[src/rtl/rx_bit_sampler_if.sv]
// rtl/rx_bit_sampler_if.sv - line-side inputs and decoded bit strobes of rx_bit_sampler
// Purpose: bundles the oversample tick, the raw rx line and every strobe the
//   sampler hands to rx_fsm, the shift register and the parity checker.
// Members:
//   sample_tick, rx_in            : into the sampler (master inputs)
//   start_bit_detected, bit_valid,
//   bit_data, parity_valid,
//   parity_bit, frame_done,
//   framing_error, false_start,
//   busy                          : out of the sampler (master outputs)
interface rx_bit_sampler_if;
  logic sample_tick;
  logic rx_in;
  logic start_bit_detected;
  logic bit_valid;
  logic bit_data;
  logic parity_valid;
  logic parity_bit;
  logic frame_done;
  logic framing_error;
  logic false_start;
  logic busy;

  modport master (
    input  sample_tick, rx_in,
    output start_bit_detected, bit_valid, bit_data, parity_valid, parity_bit,
           frame_done, framing_error, false_start, busy
  );

  modport slave (
    output sample_tick, rx_in,
    input  start_bit_detected, bit_valid, bit_data, parity_valid, parity_bit,
           frame_done, framing_error, false_start, busy
  );
endinterface

[src/rtl/rx_bit_sampler.sv]
// rtl/rx_bit_sampler.sv - UART receive front end: sync, start detect, mid-bit majority sampling
// Purpose: synchronises rx_in, finds the start-bit falling edge, votes each bit
//   2-of-3 around mid-bit and emits one-cycle strobes per start/data/parity/stop.
// Ports:
//   rx_clk : receiver clock, posedge
//   resetn : synchronous active-low reset
//   bus    : rx_bit_sampler_if.master (sample_tick, rx_in in; strobes, busy out)
module rx_bit_sampler #(
  parameter int OVERSAMPLE = 16,
  parameter int DATA_WIDTH = 8,
  parameter int PARITY_EN  = 1
) (
  input  logic             rx_clk,
  input  logic             resetn,
  rx_bit_sampler_if.master bus
);
  localparam int TW = $clog2(OVERSAMPLE);
  localparam int BW = (DATA_WIDTH > 1) ? $clog2(DATA_WIDTH) : 1;
  localparam logic [TW-1:0] TICK_LAST = TW'(OVERSAMPLE - 1);
  localparam logic [TW-1:0] TICK_S0   = TW'(OVERSAMPLE / 2 - 1);
  localparam logic [TW-1:0] TICK_S1   = TW'(OVERSAMPLE / 2);
  localparam logic [TW-1:0] TICK_S2   = TW'(OVERSAMPLE / 2 + 1);
  localparam logic [BW-1:0] BIT_LAST  = BW'(DATA_WIDTH - 1);

  typedef enum logic [2:0] {
    S_IDLE, S_START, S_DATA, S_PARITY, S_STOP, S_BREAK
  } state_t;

  state_t        state_q, state_d;
  logic          rx_meta_q, rx_meta_d;
  logic          rx_s_q, rx_s_d;
  logic          rx_prev_q, rx_prev_d;
  logic [TW-1:0] tick_cnt_q, tick_cnt_d;
  logic [BW-1:0] bit_idx_q, bit_idx_d;
  logic [1:0]    samp_q, samp_d;
  logic          vote_q, vote_d;
  logic          vote_valid_q, vote_valid_d;
  logic          bit_data_q, bit_data_d;
  logic          parity_bit_q, parity_bit_d;

  logic fall_edge;
  logic tick_wrap;
  logic majority;
  logic counting;

  always_comb begin
    fall_edge = rx_prev_q & ~rx_s_q;
    tick_wrap = bus.sample_tick && (tick_cnt_q == TICK_LAST);
    // Third sample is taken straight from rx_s so the vote registers on the M+1 tick.
    majority  = (samp_q[0] & samp_q[1]) | (samp_q[0] & rx_s_q) | (samp_q[1] & rx_s_q);
    counting  = (state_q != S_IDLE) && (state_q != S_BREAK);

    rx_meta_d    = bus.rx_in;
    rx_s_d       = rx_meta_q;
    rx_prev_d    = rx_s_q;
    state_d      = state_q;
    tick_cnt_d   = tick_cnt_q;
    bit_idx_d    = bit_idx_q;
    samp_d       = samp_q;
    vote_d       = vote_q;
    vote_valid_d = 1'b0;
    bit_data_d   = bit_data_q;
    parity_bit_d = parity_bit_q;

    if (counting && bus.sample_tick) begin
      tick_cnt_d = tick_wrap ? '0 : tick_cnt_q + 1'b1;
      if (tick_cnt_q == TICK_S0) samp_d[0] = rx_s_q;
      if (tick_cnt_q == TICK_S1) samp_d[1] = rx_s_q;
      if (tick_cnt_q == TICK_S2) begin
        vote_d       = majority;
        vote_valid_d = 1'b1;
        if (state_q == S_DATA)   bit_data_d   = majority;
        if (state_q == S_PARITY) parity_bit_d = majority;
      end
    end

    // Vote-driven decisions act in the cycle the registered vote is visible,
    // so the pulse and the state change line up without extra delay flops.
    case (state_q)
      S_IDLE: begin
        tick_cnt_d = '0;
        bit_idx_d  = '0;
        if (fall_edge) state_d = S_START;
      end
      S_START: begin
        if (vote_valid_q && vote_q) state_d = S_IDLE;
        else if (tick_wrap)         state_d = S_DATA;
      end
      S_DATA: begin
        if (tick_wrap) begin
          if (bit_idx_q == BIT_LAST) begin
            bit_idx_d = '0;
            state_d   = (PARITY_EN != 0) ? S_PARITY : S_STOP;
          end else begin
            bit_idx_d = bit_idx_q + 1'b1;
          end
        end
      end
      S_PARITY: begin
        if (tick_wrap) state_d = S_STOP;
      end
      S_STOP: begin
        // Leave on the vote, not the wrap, so a start bit right after the stop bit is seen.
        if (vote_valid_q) state_d = vote_q ? S_IDLE : S_BREAK;
      end
      S_BREAK: begin
        if (rx_s_q) state_d = S_IDLE;
      end
      default: state_d = S_IDLE;
    endcase
  end

  always_ff @(posedge rx_clk) begin
    if (!resetn) begin
      rx_meta_q    <= 1'b1;
      rx_s_q       <= 1'b1;
      rx_prev_q    <= 1'b1;
      state_q      <= S_IDLE;
      tick_cnt_q   <= '0;
      bit_idx_q    <= '0;
      samp_q       <= '0;
      vote_q       <= 1'b0;
      vote_valid_q <= 1'b0;
      bit_data_q   <= 1'b0;
      parity_bit_q <= 1'b0;
    end else begin
      rx_meta_q    <= rx_meta_d;
      rx_s_q       <= rx_s_d;
      rx_prev_q    <= rx_prev_d;
      state_q      <= state_d;
      tick_cnt_q   <= tick_cnt_d;
      bit_idx_q    <= bit_idx_d;
      samp_q       <= samp_d;
      vote_q       <= vote_d;
      vote_valid_q <= vote_valid_d;
      bit_data_q   <= bit_data_d;
      parity_bit_q <= parity_bit_d;
    end
  end

  assign bus.start_bit_detected = vote_valid_q && (state_q == S_START) && !vote_q;
  assign bus.false_start        = vote_valid_q && (state_q == S_START) && vote_q;
  assign bus.bit_valid          = vote_valid_q && (state_q == S_DATA);
  assign bus.parity_valid       = vote_valid_q && (state_q == S_PARITY);
  assign bus.frame_done         = vote_valid_q && (state_q == S_STOP) && vote_q;
  assign bus.framing_error      = vote_valid_q && (state_q == S_STOP) && !vote_q;
  assign bus.bit_data           = bit_data_q;
  assign bus.parity_bit         = parity_bit_q;
  assign bus.busy               = (state_q != S_IDLE);
endmodule

[src/flat_wrapper.sv]
// flat-port wrapper written by rule: the top's interface ports become plain ports
module rx_bit_sampler_flat 
#(
  parameter int OVERSAMPLE = 16,
  parameter int DATA_WIDTH = 8,
  parameter int PARITY_EN  = 1
)
  (rx_clk, resetn, bus_sample_tick, bus_rx_in, bus_start_bit_detected, bus_bit_valid, bus_bit_data, bus_parity_valid, bus_parity_bit, bus_frame_done, bus_framing_error, bus_false_start, bus_busy);
  rx_bit_sampler_if bus_i ();
  input  logic rx_clk;
  input  logic resetn;
  input wire logic [$bits(bus_i.sample_tick)-1:0] bus_sample_tick;
  input wire logic [$bits(bus_i.rx_in)-1:0] bus_rx_in;
  output wire logic [$bits(bus_i.start_bit_detected)-1:0] bus_start_bit_detected;
  output wire logic [$bits(bus_i.bit_valid)-1:0] bus_bit_valid;
  output wire logic [$bits(bus_i.bit_data)-1:0] bus_bit_data;
  output wire logic [$bits(bus_i.parity_valid)-1:0] bus_parity_valid;
  output wire logic [$bits(bus_i.parity_bit)-1:0] bus_parity_bit;
  output wire logic [$bits(bus_i.frame_done)-1:0] bus_frame_done;
  output wire logic [$bits(bus_i.framing_error)-1:0] bus_framing_error;
  output wire logic [$bits(bus_i.false_start)-1:0] bus_false_start;
  output wire logic [$bits(bus_i.busy)-1:0] bus_busy;
  assign bus_i.sample_tick = bus_sample_tick;
  assign bus_i.rx_in = bus_rx_in;
  assign bus_start_bit_detected = bus_i.start_bit_detected;
  assign bus_bit_valid = bus_i.bit_valid;
  assign bus_bit_data = bus_i.bit_data;
  assign bus_parity_valid = bus_i.parity_valid;
  assign bus_parity_bit = bus_i.parity_bit;
  assign bus_frame_done = bus_i.frame_done;
  assign bus_framing_error = bus_i.framing_error;
  assign bus_false_start = bus_i.false_start;
  assign bus_busy = bus_i.busy;
  rx_bit_sampler #(.OVERSAMPLE(OVERSAMPLE), .DATA_WIDTH(DATA_WIDTH), .PARITY_EN(PARITY_EN)) u_core (.rx_clk(rx_clk), .resetn(resetn), .bus(bus_i));
endmodule
[config.mk]
export PLATFORM = sky130hd
export DESIGN_NAME = rx_bit_sampler_flat
export DESIGN_NICKNAME = d
export VERILOG_FILES = /design/src/rtl/rx_bit_sampler_if.sv /design/src/rtl/rx_bit_sampler.sv /design/src/flat_wrapper.sv
export SDC_FILE = /design/constraint.sdc
export NUM_CORES = 1
export LEC_CHECK = 0
export ABC_AREA = 1
export CAP_MARGIN = 10
export CORE_AREA = 5 5 56 58
export DETAILED_ROUTE_END_ITERATION = 8
export DIE_AREA = 0 0 61 63
export PLACE_DENSITY = 0.68
export SYNTH_ARGS = -nofsm -noshare
export SYNTH_HDL_FRONTEND = slang
export SYNTH_SLANG_ARGS = --single-unit
[constraint.sdc]
create_clock -name rx_clk -period 1.4 [get_ports rx_clk]
set_input_delay 0.14 -clock rx_clk [delete_from_list [all_inputs] [get_ports rx_clk]]
set_output_delay 0.14 -clock rx_clk [all_outputs]
set_load 0.05 [all_outputs]
# Word level (Yosys, flattened, before mapping)
# Cells that the tools add are included.
# totals
ff_bits	19
latchBits	0
mem_bits_rw	0
mem_bits_ro	0
in_bits	4
out_inout_bits	9
word_cells	80
n_memories	0
# op_classes
addsub	2
n_mul	0
div	0
order_cmp	0
eq_ne	18
n_shift	0
muxes	15
n_bitwise	8
n_reduce_logical	25
# ops
cell	n
$mux 3	11
$pmux 3 s6	1
$eq 4x4->1 const B	3
$logic_and 1x1->1	12
$ne 2x1->1 const B	5
$reduce_and 2->1	5
$eq 3x3->1 const B	3
$reduce_and 7->1	1
$eq 3x2->1 const B	2
$pmux 3 s2	1
$reduce_and 3->1	2
$add 4x1->4 const B	1
$and 1x1->1	4
$eq 4x3->1 const B	1
$mux 4	1
$add 3x1->3 const B	1
$eq 3x1->1 const B	1
$logic_not 3->1	1
$ne 3x1->1 const B	1
$ne 3x3->1 const B	1
$reduce_bool 3->1	1
$ne 2x2->1 const B	1
$not 1->1	2
$or 1x1->1	2
4 further kinds	4

# Longest topological paths before layout
# Gate-level depths: netlist of the first run.
# depth
depth_word	5
depth_mapped	10
depth_no_buf	10

# Worst setup path after synthesis of the first run
# OpenSTA, ideal clock, no wires.
# synth_path
path_kind	reg-to-output
startpoint	register u_core.state_q[2]
endpoint	output bus_frame_done
arrival_time_ns	2.003
required_time_ns	1.260
path_slack_ns	-0.743
stages_incl_launch_ff	4
path_buffers	1
path_cell_list	dfxtp_1 > buf_6 > inv_2 > nor4_1
# synth_via
elab_chain_cells	3
# synth_lines
item	line_no	rtl
from (decl)	rx_bit_sampler.sv:29	state_t state_q, state_d;
from (signal assigned)	rx_bit_sampler.sv:130	state_q <= state_d;
$eq 3x3->1	rx_bit_sampler.sv:145	assign bus.frame_done = vote_valid_q && (state_q == S_STOP) && vote_q;
$logic_and 1x1->1 (2 in a row)	rx_bit_sampler.sv:145	
to (decl)	flat_wrapper.sv:19	output wire logic [$bits(bus_i.frame_done)-1:0] bus_frame_done;
# No other way between the ends.

# Final worst setup path of the first run
# layout_path
startpoint	register u_core.state_q[0]
endpoint	output bus_framing_error
# layout_via
elab_chain_cells	3
# layout_lines
item	line_no	rtl
$eq 3x3->1	rx_bit_sampler.sv:146	assign bus.framing_error = vote_valid_q && (state_q == S_STOP) && !vote_q;
$logic_and 1x1->1 (2 in a row)	rx_bit_sampler.sv:146	
to (decl)	flat_wrapper.sv:20	output wire logic [$bits(bus_i.framing_error)-1:0] bus_framing_error;
# No other way between the ends.

==> metrics.txt, run 1 <==
metal2 WL 1450 um; Clock transition at path regs between 100 and 150 ps; # DRC 0; core area 2620 um2; crit-path cells nor2_4 -> nand3_2 -> nor2_2 -> buf_12; Cells after Synth 150; hold slack 400 ps; Final GP Congestion between 0.8 and 0.9; Crit Path Class reg -> out; fin nets a little under 200; final setup vio count 9; Pwr Total 2.28 mW; fin cells 218; flop and latch count out of synthesis 19; PwrDens ~1400 nW/um2; Max clock buf depth 2; syn_nets between 150 and 200; WL/cell 12.8 um; sequential area share after synthesis between 30% and 40%; worst vdd rail ir drop 0.000920 V; final worst slack -84.6 ps; Post-DRT Antenna Nets 0; critical path startpoint category register; I/O pin cnt 13; Total GRT Usage 13.9%; final design utilization 63.7%; mapped cell area approximately 1100 um2; Layout fillers about 220; WP depth 4; Rows 19; Synth area leader dfxtp_1; Die X-Extent 61 um; first-pass GRT wire length slightly above 4000 um; FMAX 674 MHz; status complete, but fails checks; final worst path period share 106%; final hold vios 0; Max-Slew Margin vs Limit about four fifths; Routed WL around 2800 um; R2R Path Start u_core.state_q[1]$_SDFFE_PN0P_; syn_area_per_cell ~7.4 um2; crit end category output port; CP startpoint u_core.state_q[0]$_SDFFE_PN0P_; iteration-0 DRC count of the detailed router 37; clock tree from TritonCTS yes; worst setup path end bus_framing_error; synth warn 0; vias per cell 5.00; Critical Path RT approximately 1300 ps; share of the synthesized area in the top cell type 34.1%; placed insts 194; number of global-route vias before repair 982; Synth-to-Final Area Change 49.5%; Post-CTS Hold Buffers 0; DRT Pass-1 Iters 4; worst-skew pair later-pin latency 300 ps; die height 63 um; failing checks setup timing; post-layout min period 1480 ps; die area 3840 um2; worst slew pin tran approximately 320 ps; Top delay family on crit path simple AND/OR/NAND/NOR gates; Overflow after GRT 0; CP bufs+invs 1; CTS sink cnt 19; met1 wire length approximately 1100 um; critical path arrival 1340 ps; Num CTS Buffers 3; top layer in use met4; root buf cell clkbuf_4; # Max-Cap Violations 0; PortBufs 12; metal3 WL 94 um; Vias approximately 1100; reg2reg setup slack -30 ps; Starting Density 42.6%; synth top area cells dfxtp_1, nand2_1, nor2_1; slowest stage delay, CP 400 ps; final slew viol count 0; Crit-path slowest cell dfxtp_4; hpwl dp 1830 um; worst reg2reg path depth 13; Hold WC Path Type in -> reg; crit-path max FO 6; FF-to-FF End u_core.state_q[2]$_SDFFE_PN0P_; initial antenna violation count 0; Clock Skews 7.70 ps; depth of the CTS H-tree 1; Leak 0.712 nW; unrepaired setup endpoints after global routing true; diode count 0; share of post-route cells with drive strength above 1 44.9%; pin count of the biggest net entering global routing 12; Place WS -71.9 ps; synth unique cells 27
## report_power, final
group / internal [mW] / switching (mW) / leakage [nW]
Clock: 0.107 / 0.188 / 0.0177
Combinational: 0.566 / 0.747 / 0.538
Sequential: 0.606 / 0.0680 / 0.157
## sequential cells by signal, summed over array words and instances (netlist names)
register               flops
u_core.samp_q              2
u_core.bus.parity_bit      1
u_core.rx_prev_d           1
u_core.vote_q              1
u_core.rx_prev_q           1
u_core.vote_valid_q        1
u_core.state_q             3
u_core.bit_idx_q           3
u_core.rx_meta_q           1
u_core.bus.bit_data        1
u_core.tick_cnt_q          4
## through the flow
| stage | TNS, ps | cell area, um2 |
|---|---|---|
| 3_3_place_gp | -13.8 | 1370 |
| 3_5_place_dp | -265 | 1370 |
| 6_report | -420 | 1670 |
| 4_1_cts | -486 | 1490 |
| 5_1_grt | -1220 | 1670 |
| 2_1_floorplan | -171 | 1140 |
## layout make-up
cell class	instances	area, um2	share of cell area [%]
multi-input cells	109	744	44.7
inverters	19	81.3	4.88
repair buffers	36	384	23.0
well taps	31	38.8	2.33
flip-flops and latches	19	390	23.4
clock buffers	3	22.5	1.35
clock inverters	1	5.00	0.300
## layer usage
layer / vias to the layer above / GRT usage [%]
met5: - / 0
li1: 544 / -
met3: 12 / 2.89
met4: 0 / 8.13
met2: 25 / 23.0
met1: 510 / 15.8
## cell usage after synthesis, drive strengths merged
cell    instances
nand2          39
nor3            5
nor4            1
ha              5
nand4           2
o21ai           7
nand3           7
dfxtp          19
nor2           32
a211oi          1
inv            19
a21oi           8
buf             3
or2             2
## logic make-up after synthesis
kind of cell | after synthesis | synth area share (%)
compound gates | 16 | 7.74
fa+ha+maj | 5 | 5.61
flops | 19 | 34.1
simple gates | 88 | 43.4
buf+inv | 22 | 9.09
## how the worst min path moves through the flow
stage | from | endpoint | slack [ps] | cells after the start
6_report | bus_rx_in | u_core.rx_meta_q$_SDFF_PN1_ | 400 | 2
5_1_grt | bus_rx_in | u_core.rx_meta_q$_SDFF_PN1_ | 400 | 2
4_1_cts | bus_rx_in | u_core.rx_meta_q$_SDFF_PN1_ | 400 | 2
3_5_place_dp | u_core.rx_meta_q$_SDFF_PN1_ | u_core.rx_prev_d$_SDFF_PN1_ | 410 | 1
3_3_place_gp | u_core.rx_meta_q$_SDFF_PN1_ | u_core.rx_prev_d$_SDFF_PN1_ | 400 | 1
2_1_floorplan | bus_rx_in | u_core.rx_meta_q$_SDFF_PN1_ | 250 | 1
## worst reg2reg max path, cell delays in order (launching register included)
cell and delay, ps:
dfxtp_4 410, clkinv_4 70, nand2_2 80, nor2_4 40, buf_4 120, buf_4 120, buf_6 110, nand2_4 60
nand2_2 50, nand2_2 70, nand2_4 70, nand2_1 60, nand2_1 50, nor2_1 70
## layout by cell type (no fill, tap or decap), types with 2 or more instances in the layout
| cell | n |
|---|---|
| nand3_1 | 2 |
| nand2_4 | 7 |
| nor3_4 | 2 |
| inv_4 | 2 |
| o21ai_0 | 2 |
| a21oi_1 | 7 |
| buf_4 | 22 |
| nor2_2 | 5 |
| nor2_1 | 18 |
| nor2_4 | 8 |
| nand3_4 | 2 |
| or2_2 | 2 |
| nor3_1 | 3 |
| clkdlybuf4s50_1 | 3 |
| nand2_2 | 5 |
| buf_6 | 3 |
| dfxtp_1 | 15 |
| clkbuf_4 | 3 |
| o21ai_1 | 4 |
| nand4_1 | 2 |
| nand3_2 | 3 |
| dfxtp_2 | 2 |
| ha_1 | 4 |
| dfxtp_4 | 2 |
| buf_12 | 7 |
| inv_1 | 15 |
| nand2_1 | 27 |
## timing repair
| action | 4_1_cts | 5_1_grt |
|---|---|---|
| cloned | 0 | 0 |
| pin swaps | 4 | 12 |
| setup endpoints to repair | 7 | 17 |
| setup buffers | 7 | 13 |
| resized for setup | 15 | 23 |
Note: power is estimated with default switching activity, not from simulation.
==> run 2: changes to the inputs <==
- SLEW_MARGIN: unset -> 30
==> results of run 2 <==
Final layout, timing and power as in run 1 (identical DEF).
==> run 3: changes to the inputs <==
- SLEW_MARGIN: 30 -> unset
==> results of run 3 <==
Final layout, timing and power as in run 1 (identical DEF).
